**config.mk**
```make
export PLATFORM = sky130hd
export DESIGN_NAME = hilo_mul_seq
export DESIGN_NICKNAME = d
export VERILOG_FILES = /design/src/rtl/hilo_mul_seq.sv
export SDC_FILE = /design/constraint.sdc
export NUM_CORES = 1
export LEC_CHECK = 0
export BUFFER_PORTS_ARGS = -buffer_cell sky130_fd_sc_hd__buf_2
export CORE_ASPECT_RATIO = 0.7
export CORE_MARGIN = 10
export CORE_UTILIZATION = 35
export CTS_CLUSTER_SIZE = 24
export DETAILED_ROUTE_END_ITERATION = 10
export GPL_ROUTABILITY_DRIVEN = 0
export GPL_TIMING_DRIVEN = 0
export MAX_ROUTING_LAYER = met4
export PLACE_DENSITY_LB_ADDON = 0.25
export SYNTH_ARGS = -nofsm -noshare
export SYNTH_HDL_FRONTEND = slang
export SYNTH_SLANG_ARGS = --single-unit
```
**constraint.sdc**
```tcl
create_clock -name clk -period 11.1 [get_ports clk]
set_clock_uncertainty 0.2 [all_clocks]
set_input_delay 1.11 -clock clk [delete_from_list [all_inputs] [get_ports clk]]
set_output_delay 1.11 -clock clk [all_outputs]
set_load 0.005 [all_outputs]
```
**src/rtl/hilo_mul_seq.sv**
```systemverilog
// Iterative unsigned shift-add multiplier owning the HI/LO pair; executes multu/maddu
// over WIDTH+1 cycles and stalls the front end while a product is in flight.
//
//   state   | meaning
//   --------+---------------------------------------------------------------
//   S_IDLE  | waiting for a multu/maddu; HI/LO reads served directly
//   S_BUSY  | WIDTH shift-add iterations over the partial product
//   S_WRITE | commit product (multu) or accumulate into HI:LO (maddu)
module hilo_mul_seq #(
    parameter int WIDTH = 32
) (
    input  logic             clk,
    input  logic             rst,
    input  logic             issue_valid,
    input  logic [1:0]       mul,
    input  logic [1:0]       sel,
    input  logic [WIDTH-1:0] rs_val,
    input  logic [WIDTH-1:0] rt_val,
    input  logic             flush,
    output logic             stall,
    output logic             busy,
    output logic             done,
    output logic [WIDTH-1:0] hilo_rdata,
    output logic [WIDTH-1:0] hi,
    output logic [WIDTH-1:0] lo
);

    localparam int CW = (WIDTH > 1) ? $clog2(WIDTH) : 1;

    typedef enum logic [1:0] {
        S_IDLE  = 2'd0,
        S_BUSY  = 2'd1,
        S_WRITE = 2'd2
    } state_t;

    state_t             state_q, state_d;
    logic [WIDTH-1:0]   a_q, a_d;
    logic               maddu_q, maddu_d;
    logic [2*WIDTH:0]   p_q, p_d;
    logic [CW-1:0]      count_q, count_d;
    logic [WIDTH-1:0]   hi_q, hi_d;
    logic [WIDTH-1:0]   lo_q, lo_d;
    logic               busy_q, busy_d;
    logic               done_q, done_d;

    logic               mul_req;
    logic               accept;
    logic [WIDTH:0]     upper_sum;
    logic [2*WIDTH:0]   p_step;
    logic [2*WIDTH-1:0] acc_sum;

    assign mul_req = issue_valid & ((mul == 2'b01) | (mul == 2'b10));
    assign accept  = mul_req & (state_q == S_IDLE) & ~flush;

    // Upper half is one bit wider so the add carry survives the following shift.
    always_comb begin
        upper_sum = p_q[2*WIDTH:WIDTH] + (p_q[0] ? {1'b0, a_q} : {(WIDTH+1){1'b0}});
        p_step    = {upper_sum, p_q[WIDTH-1:0]} >> 1;
        acc_sum   = {hi_q, lo_q} + p_q[2*WIDTH-1:0];
    end

    always_comb begin
        state_d = state_q;
        a_d     = a_q;
        maddu_d = maddu_q;
        p_d     = p_q;
        count_d = count_q;
        hi_d    = hi_q;
        lo_d    = lo_q;
        done_d  = 1'b0;
        case (state_q)
            S_IDLE: begin
                if (accept) begin
                    a_d     = rs_val;
                    maddu_d = (mul == 2'b10);
                    p_d     = {{(WIDTH+1){1'b0}}, rt_val};
                    count_d = '0;
                    state_d = S_BUSY;
                end
            end
            S_BUSY: begin
                if (flush) begin
                    state_d = S_IDLE;
                end else begin
                    p_d     = p_step;
                    count_d = count_q + CW'(1);
                    if (count_q == CW'(WIDTH - 1)) begin
                        state_d = S_WRITE;
                    end
                end
            end
            S_WRITE: begin
                state_d = S_IDLE;
                if (!flush) begin
                    if (maddu_q) begin
                        {hi_d, lo_d} = acc_sum;
                    end else begin
                        {hi_d, lo_d} = p_q[2*WIDTH-1:0];
                    end
                    done_d = 1'b1;
                end
            end
            default: begin
                state_d = S_IDLE;
            end
        endcase
        busy_d = (state_d != S_IDLE);
    end

    always_ff @(posedge clk or posedge rst) begin
        if (rst) begin
            state_q <= S_IDLE;
            a_q     <= '0;
            maddu_q <= 1'b0;
            p_q     <= '0;
            count_q <= '0;
            hi_q    <= '0;
            lo_q    <= '0;
            busy_q  <= 1'b0;
            done_q  <= 1'b0;
        end else begin
            state_q <= state_d;
            a_q     <= a_d;
            maddu_q <= maddu_d;
            p_q     <= p_d;
            count_q <= count_d;
            hi_q    <= hi_d;
            lo_q    <= lo_d;
            busy_q  <= busy_d;
            done_q  <= done_d;
        end
    end

    // A reserved mul code alone never holds the pipeline; only real multiplies or reads do.
    assign stall = ~rst & issue_valid & (mul_req | (sel != 2'b00))
                   & (state_q != S_IDLE) & ~flush;

    always_comb begin
        hilo_rdata = '0;
        if (!rst) begin
            case (sel)
                2'b01:   hilo_rdata = hi_q;
                2'b10:   hilo_rdata = lo_q;
                default: hilo_rdata = '0;
            endcase
        end
    end

    assign busy = busy_q;
    assign done = done_q;
    assign hi   = hi_q;
    assign lo   = lo_q;

endmodule
```
# Word-level counts from Yosys, hierarchy flattened
# Cells that the tools add are included.
[classes]
bitwise_logic = 11
mul = 0
shift = 0
add_sub_neg = 3
mux = 17
div = 0
n_eq_ne = 9
n_lt_le_gt_ge = 0
reduce_logical = 8
[op_table]
columns = ["operator", "count"]
rows = [
  ["65-bit two-way mux", 2],
  ["65-bit case mux with 2 select lines", 1],
  ["32-bit two-way mux", 4],
  ["64-bit adder", 1],
  ["32-bit case mux with 2 select lines", 1],
  ["33-bit by 32-bit adder with 33-bit output", 1],
  ["5-bit two-way mux", 2],
  ["5-bit case mux with 2 select lines", 1],
  ["2-bit nonzero test", 4],
  ["1-bit bitwise AND", 7],
  ["2-bit by 1-bit equality test with 1-bit output, second input constant", 3],
  ["2-bit equality test, second input constant", 3],
  ["2-bit two-way mux", 3],
  ["5-bit by 1-bit adder with 5-bit output, second input constant", 1],
  ["5-bit equality test, second input constant", 1],
  ["2-bit != test, second input constant", 2],
  ["2-bit case mux with 2 select lines", 1],
  ["2-bit AND reduction", 2],
  ["3-bit AND reduction", 1],
  ["2-bit logical NOT", 1],
  ["1-bit two-way mux", 2],
  ["1-bit NOT", 2],
  ["1-bit bitwise OR", 2],
]
[totals]
rom_bits = 0
input_bits = 72
mem_bits_rw = 0
ff_bits = 171
elab_cells = 57
mem_count = 0
latchBits = 0

# Depth between registers and ports, before layout
# Gate-level depths: netlist (run 1).
[logic_depth]
word_depth = 8
mapped_depth = 16

# Worst setup path before layout (run 1)
# No wires, ideal clock.
[synth_timing]
path_kind = "input to output"
start = "in rst"
end = "out hilo_rdata[10]"
arrival_ns = 5.648
path_slack_ns = 4.142
required_ns = 9.790
stages = 4
cell_sequence = "inv_1 nand2_1 buf_1 nor2_1"
[synth_via]
elab_chain_cells = 1
[synth_rtl]
columns = ["element", "line", "text"]
rows = [
  ["start, declared", "13", "input logic rst,"],
  ["32-bit two-way mux", "140", "if (!rst) begin"],
  ["end, declared", "23", "output logic [WIDTH-1:0] hilo_rdata,"],
]
# Every way passes these cells.

# Worst setup path after layout (run 1)
[layout_timing]
start = "in rst"
end = "out hilo_rdata[18]"
# The elaborated chain is that of the path after synthesis.

==> results of run 1 <==
[placed cells by master, fill, tap and decap left out, drive strengths merged, types with 4 or more instances in the layout]
cell type,n
a2111oi,4
a211o,4
a211oi,7
a21boi,5
a21o,59
a21oi,106
a221oi,7
a22oi,33
a31oi,45
and2,37
and3,14
and4,6
buf,194
bufinv,4
clkbuf,89
dfrtp,170
ha,101
inv,42
mux2i,49
nand2,297
nand2b,12
nand3,42
nand3b,4
nand4,17
nor2,111
nor2b,7
nor3,14
nor3b,9
o211ai,6
o21a,8
o21ai,145
o21bai,25
o31ai,10
o41ai,5
or3,6
xnor2,48
xor2,27
[sequential cells by signal (all words and copies together) (netlist names)]
register,count
a_q,32
busy,1
count_q,5
done,1
hi,32
lo,32
maddu_q,1
p_q,64
state_q,2
[metal layers]
layer,track usage (%),wire [um],up-vias,share of wire [%]
li1,-,-,6138,-
met1,29.7,23000,6219,48
met2,28.9,19200,521,40
met3,5.92,4410,50,9.2
met4,5.46,1060,0,2.2
met5,-,0,-,0
[worst max path at each step]
stage	start	end	cells after the start
5_1_grt	rst	hilo_rdata[18]	7
6_report	rst	hilo_rdata[18]	7
3_5_place_dp	rst	hilo_rdata[18]	7
4_1_cts	rst	hilo_rdata[18]	7
3_3_place_gp	rst	hilo_rdata[18]	6
2_1_floorplan	rst	hilo_rdata[10]	4
[cell type report]
cell class	count	area, um2
buffer	89	348
clock inverter	10	165
antenna	2	5.00
multi-input combinational	1307	8210
sequential	170	4250
clock buffer	22	474
fill	3725	21100
tap	480	601
timing repair buffer	172	886
inverter	42	165
[logic make-up (layout without fill, tap and decap cells)]
group	Yosys count	count (layout)	synth area share, %
fa+ha+maj	103	103	10.1
buf+inv	131	335	3.90
other cells	0	2	0
simple gates	585	585	20.1
mux	50	50	3.87
flops	170	170	32.8
xor+xnor	75	75	5.07
compound gates	494	494	24.1
[report_power, final]
| part | internal (mW) | switching [mW] | total (mW) |
|---|---|---|---|
| clock network | 0.395 | 0.281 | 0.677 |
| registers | 0.743 | 0.161 | 0.904 |
| logic | 0.426 | 0.666 | 1.09 |
[synth_stat cells (3+ instances only)]
cell	count
sky130_fd_sc_hd__or3_1	6
sky130_fd_sc_hd__a221oi_1	6
sky130_fd_sc_hd__a21o_1	59
sky130_fd_sc_hd__a21boi_1	3
sky130_fd_sc_hd__a211o_1	4
sky130_fd_sc_hd__nor3_1	14
sky130_fd_sc_hd__and4_1	6
sky130_fd_sc_hd__mux2i_1	49
sky130_fd_sc_hd__o31ai_1	9
sky130_fd_sc_hd__a22oi_1	33
sky130_fd_sc_hd__nand3b_1	4
sky130_fd_sc_hd__nand2b_1	12
sky130_fd_sc_hd__inv_1	42
sky130_fd_sc_hd__nand4_1	17
sky130_fd_sc_hd__nor3b_1	9
sky130_fd_sc_hd__a21oi_1	106
sky130_fd_sc_hd__buf_2	11
sky130_fd_sc_hd__xor2_1	27
sky130_fd_sc_hd__clkbuf_1	67
sky130_fd_sc_hd__nor2b_1	7
sky130_fd_sc_hd__o211ai_1	6
sky130_fd_sc_hd__and2_1	37
sky130_fd_sc_hd__a41oi_1	3
sky130_fd_sc_hd__dfrtp_1	170
sky130_fd_sc_hd__ha_1	101
sky130_fd_sc_hd__o41ai_1	5
sky130_fd_sc_hd__a211oi_1	6
sky130_fd_sc_hd__nand3_1	42
sky130_fd_sc_hd__nor2_1	111
sky130_fd_sc_hd__o21a_1	8
sky130_fd_sc_hd__xnor2_1	48
sky130_fd_sc_hd__o21bai_1	25
sky130_fd_sc_hd__a31oi_1	45
sky130_fd_sc_hd__a2111oi_0	3
sky130_fd_sc_hd__o22ai_1	3
sky130_fd_sc_hd__o21ai_0	112
sky130_fd_sc_hd__buf_1	11
sky130_fd_sc_hd__and3_1	14
sky130_fd_sc_hd__o21ai_1	31
sky130_fd_sc_hd__nand2_1	297
[worst reg2reg max path, cell delays in order (launching register included)]
cell and delay [ns]:
sky130_fd_sc_hd__dfrtp_1 0.59, sky130_fd_sc_hd__clkbuf_1 0.48, sky130_fd_sc_hd__nand2_1 0.18, sky130_fd_sc_hd__inv_1 0.09, sky130_fd_sc_hd__ha_1 0.22, sky130_fd_sc_hd__a21o_1 0.18, sky130_fd_sc_hd__a21oi_1 0.22, sky130_fd_sc_hd__o21ai_1 0.10
sky130_fd_sc_hd__a21oi_1 0.30, sky130_fd_sc_hd__nor4b_1 0.14, sky130_fd_sc_hd__or2_1 0.30, sky130_fd_sc_hd__a221oi_2 0.43, sky130_fd_sc_hd__o22ai_1 0.36, sky130_fd_sc_hd__o41ai_1 0.46, sky130_fd_sc_hd__xor2_1 0.20, sky130_fd_sc_hd__o21ai_1 0.07
==> impl_metrics.ini, run 1 <==
[setup_path]
cp.buffers_inverters = 5
r2r.worst_path.cells = 15
critical_path.max_stage_delay_ns = 0.45
reg2reg_from = p_q[0]
timing.critical_path.to_type = primary output
classification_of_the_worst_setup_path = in2out
crit_chain = buf_2, inv_8, buf_16, nand2_1, buf_1, nor2_1, buf_2
path_common_cell = sky130_fd_sc_hd__buf_2
timing.critical_path.arrival_ns = 3.59
worst_path_max_fanout = 88
r2r_slack_ns = 6.43
critical_path.startpoint_type = input port
slowest_cell_on_the_critical_path = sky130_fd_sc_hd__inv_8
critical_path.reg2reg.endpoint = p_q[58]
critPathRequiredTime_ns = 9.79
cp_top_family = buffers and inverters

[power]
cellLeakagePower_nw = 7.44
ir_drop_mv = 0.111
power_mw = 2.67
power-per-cell-area_nw_per_um2 = 177

[global_route]
grt_remaining_overflow = 0
grt_start_max_net_pins = 89
grt_util_all_layers_pct = 21.1
wire_length_of_the_first_global_routing_pass_um = 73900
vias_in_the_first_global_route = 12300
antenna_found_initial = 1

[cts]
cts_buffers = 17
cts_htree_levels = 4
cts.reportedPaths.clkPinSlew_ns = 0.06
numClockSinks = 170
tritoncts = done
cts.repair_timing.setup_buffer_count = 0
clk_latency_ns = 0.46
cts-resized-gates = 0
post_cts_hold_buffer_count = 0
clock-root-buffer = sky130_fd_sc_hd__clkbuf_16
cts-root-to-sink-buffers = 2

[timing]
fin_ws_ns = 6.20
maxSlewHeadroom_pct = 33.4
rsz0062_at_grt = no
hold_slack_ns = 0.265
max_freq_mhz = 204
period_minus_slack_ns = 4.90
setup-violations-final = 0
timing.final.crit_share_pct = 44.1
total_negative_slack_ns = 0
final_hold_viol_count = 0
final_report_max_slew_violation_count = 0
tightest_slew_ns = 0.999

[finish]
nNetsFinal = 1974
finish.instance_area_um2 = 15100
area.growth.synth_to_final_pct = 16.5
final_cells = 2294
final_layout_size_suffix_gt1_share_pct = 12.5
final_core_utilization_pct = 41.7

[hold_path]
min-delay-start = a_q[9]
timing.hold.worst_path_depth = 2
timing.hold.worst_endpoint = a_q[9]
worst_hold_path_type = reg2reg

[logic_synthesis]
yosysWarnings = 0
ys_top_cells_by_area = sky130_fd_sc_hd__dfrtp_1 33%, sky130_fd_sc_hd__ha_1 9.7%, sky130_fd_sc_hd__nand2_1 8.6%
synth_cell_type_count = 69
synth_top_cell_area_share_pct = 32.8
synthesis.area_um2 = 13000
async_reset_ff_share_pct = 100
mappedNetlistNets = 1783
synth.ff_latch_count = 170
yosys_most_used_dff = sky130_fd_sc_hd__dfrtp_1
post_synth_edffs = 0
synth_cells = 1608
post-synth-top-area-cell = sky130_fd_sc_hd__dfrtp_1
syn_avg_cell_area_um2 = 8.06
synth-seq-area-share_pct = 32.8

[die]
die_w_um = 250
die_outline_area_um2 = 45300
rows = 58
core_um2 = 36200
initial_core_util_pct = 35.8
chipHeight_um = 181
ios = 171

[job]
timing.max_cap.violations = 0

[routing]
first_iter_violations = 1229
post_route_drc = 0
detail_route.wirelength_um = 47700
average_wire_length_per_cell_after_detail_routing_um = 20.8
route.detailed.vias_per_inst = 5.64
ant_nets = 0
routed-via-count = 12900
first_pass_iters = 6

[place]
dp_slack_ns = 6.16
port_buffers = 170
placed_cells = 2260
hpwlAfterDp_um = 37500
placedInstanceArea_um2 = 14500

[outcome]
status = finished clean
No activity file was read; power rests on OpenSTA's default activity.
==> run 2, diff against run 1 <==
Clock period 11.1 ns to 4.45 ns, I/O delays scaled along.
==> run 2 against run 1 <==
Non-clock buffer count grew 34. Global-route usage down 0.053 points. Combinational power rose to 2.5 times the previous value. Power rose by 150%. Largest power group unchanged. Via count grew 0.64%.
==> impl_metrics.ini, run 2 (same netlist as run 1, synthesis figures left out) <==
[outcome]
status = finished clean

[finish]
final_core_utilization_pct = 42.6
largest_register = p_q
area.growth.synth_to_final_pct = 19.0
largest_register_ffs = 64
final_layout_size_suffix_gt1_share_pct = 12.8
nNetsFinal = 2008
mostFrequentLayoutCell = sky130_fd_sc_hd__nand2_1
fillers = 3714
final_cell_mix = 297 x sky130_fd_sc_hd__nand2_1, 181 x sky130_fd_sc_hd__buf_2, 169 x sky130_fd_sc_hd__dfrtp_1

[routing]
first_pass_iters = 6
routed.top_layer = met4
post_route_drc = 0
dr_wl_met3_um = 3780
ant_nets = 0
first_iter_violations = 1351
met2_wirelength_um = 19300
average_wire_length_per_cell_after_detail_routing_um = 20.5
routed-via-count = 13000
detail_route.wirelength_um = 47700
route.detailed.vias_per_inst = 5.59
met1Wirelength_um = 23600

[timing]
total_negative_slack_ns = 0
tightest_slew_ns = 1.00
final_report_max_slew_violation_count = 0
maxSlewHeadroom_pct = 33.0
period_minus_slack_ns = 4.29
timing.final.crit_share_pct = 96.5
final_hold_viol_count = 0
setup-violations-final = 0
max_freq_mhz = 233

[power]
internal_power_mw = 3.77
switching_share_pct = 42.5
net-switching-power_mw = 2.79
power-per-cell-area_nw_per_um2 = 425
power_mw = 6.56
power.share.clock_pct = 23.4
comb_power_share_pct = 42.3
seq_power_share_pct = 34.3
cellLeakagePower_nw = 7.58
ir_drop_mv = 0.261

[cts]
clk_latency_ns = 0.47
clock-root-buffer = sky130_fd_sc_hd__clkbuf_16
tritoncts = done
cts.reportedPaths.clkPinSlew_ns = 0.07
cts-root-to-sink-buffers = 2
cts_htree_levels = 4
numClockSinks = 170
cts_buffers = 17

[setup_path]
critPathRequiredTime_ns = 4.58
timing.critical_path.to_type = flop
classification_of_the_worst_setup_path = reg2reg
worst_path_max_fanout = 10
timing.critical_path.arrival_ns = 4.42
critical_path.startpoint_type = flop

[global_route]
vias_in_the_first_global_route = 12400
wire_length_of_the_first_global_routing_pass_um = 74200
grt_util_all_layers_pct = 21.1
grt_remaining_overflow = 0
grt_start_max_net_pins = 37
antenna_found_initial = 0

[place]
hpwlAfterDp_um = 37700
port_buffers = 170

[hold_path]
worst_hold_path_type = in2reg

[job]
timing.max_cap.violations = 0

[die]
chipHeight_um = 181
initial_core_util_pct = 35.8
die_w_um = 250
rows = 58
ios = 171
core_um2 = 36200
die_outline_area_um2 = 45300
## run 2: cell count changes in the layout (fill, tap and decap cells not counted), sizes merged, moves of 2 or more
cell	previous run	this run
dlygate4sd3	0	30
buf	194	198
inv	42	44
clkinv	3	7
bufinv	4	2
clkbuf	89	84
## run 2: through the flow
stage	hold WS, ns	instance area, um2	cells	setup WS (ns)
after detailed placement	0.259	14500	2264	-0.0149
after global routing	0.0253	15400	2326	-0.0348
after floorplan	0.237	13000	1608	0.0811
final	0.00788	15400	2327	0.156
after global placement	0.255	14400	2258	-2.54
after CTS	0.00507	15400	2326	0.0711
## run 2: final timing paths
kind | slack [ns] | to | cells after the start | start
max in group asynchronous | 2.80 | p_q[54] | 5 | rst
min in group asynchronous | 0.45 | hi[4] | 3 | rst
min | 0.008 | a_q[7] | 3 | rs_val[7]
min reg2reg | 0.27 | a_q[20] | 2 | a_q[20]
max | 0.16 | p_q[58] | 15 | p_q[0]
max reg2reg | 0.16 | p_q[58] | 15 | p_q[0]
## run 2: what timing repair did
| item | in CTS | in global routing |
|---|---|---|
| resized for setup | 1 | 3 |
| hold endpoints to repair | 47 | 0 |
| hold buffers | 30 | 0 |
| buffers inserted | 0 | 0 |
| cloned | 0 | 0 |
| endpoints found under the setup margin | 1 | 8 |
| pin swaps | 0 | 0 |
## run 2: area by class of cell
class	instances	area (um2)	area share, %
antenna	1	2.50	0.0162
buffer	89	349	2.26
clock buffer	17	425	2.76
clock inverter	15	148	0.957
inverter	42	161	1.05
multi-input combinational	1307	8220	53.3
sequential	170	4260	27.6
tap	480	601	3.89
timing repair buffer	206	1270	8.21
## run 2: per-layer routing
layer / vias to the layer above / GRT usage (%)
met5: - / -
met4: 0 / 5.10
met3: 59 / 4.89
met2: 506 / 29.2
met1: 6249 / 30.1
li1: 6197 / -
## run 2: critical path, cell delays in order, from the launching register on
cell and delay [ns]:
sky130_fd_sc_hd__dfrtp_2 0.49, sky130_fd_sc_hd__clkbuf_2 0.29, sky130_fd_sc_hd__nand2_1 0.13, sky130_fd_sc_hd__inv_1 0.07, sky130_fd_sc_hd__ha_1 0.22, sky130_fd_sc_hd__a21o_1 0.17
sky130_fd_sc_hd__a21oi_1 0.23, sky130_fd_sc_hd__o21ai_1 0.10, sky130_fd_sc_hd__a21oi_1 0.32, sky130_fd_sc_hd__nor4b_1 0.15, sky130_fd_sc_hd__or2_1 0.29, sky130_fd_sc_hd__a221oi_2 0.39
sky130_fd_sc_hd__o22ai_1 0.34, sky130_fd_sc_hd__o41ai_2 0.46, sky130_fd_sc_hd__xor2_1 0.21, sky130_fd_sc_hd__o21ai_1 0.07
## run 2: power by group through the flow
stage	logic, mW	registers [mW]	clock network, mW
final	2.77	2.25	1.54
after floorplan	2.09	2.10	0
after global routing	3.10	2.29	1.61
after detailed placement	2.68	2.28	0
after CTS	2.72	2.25	1.55
after global placement	2.60	2.27	0
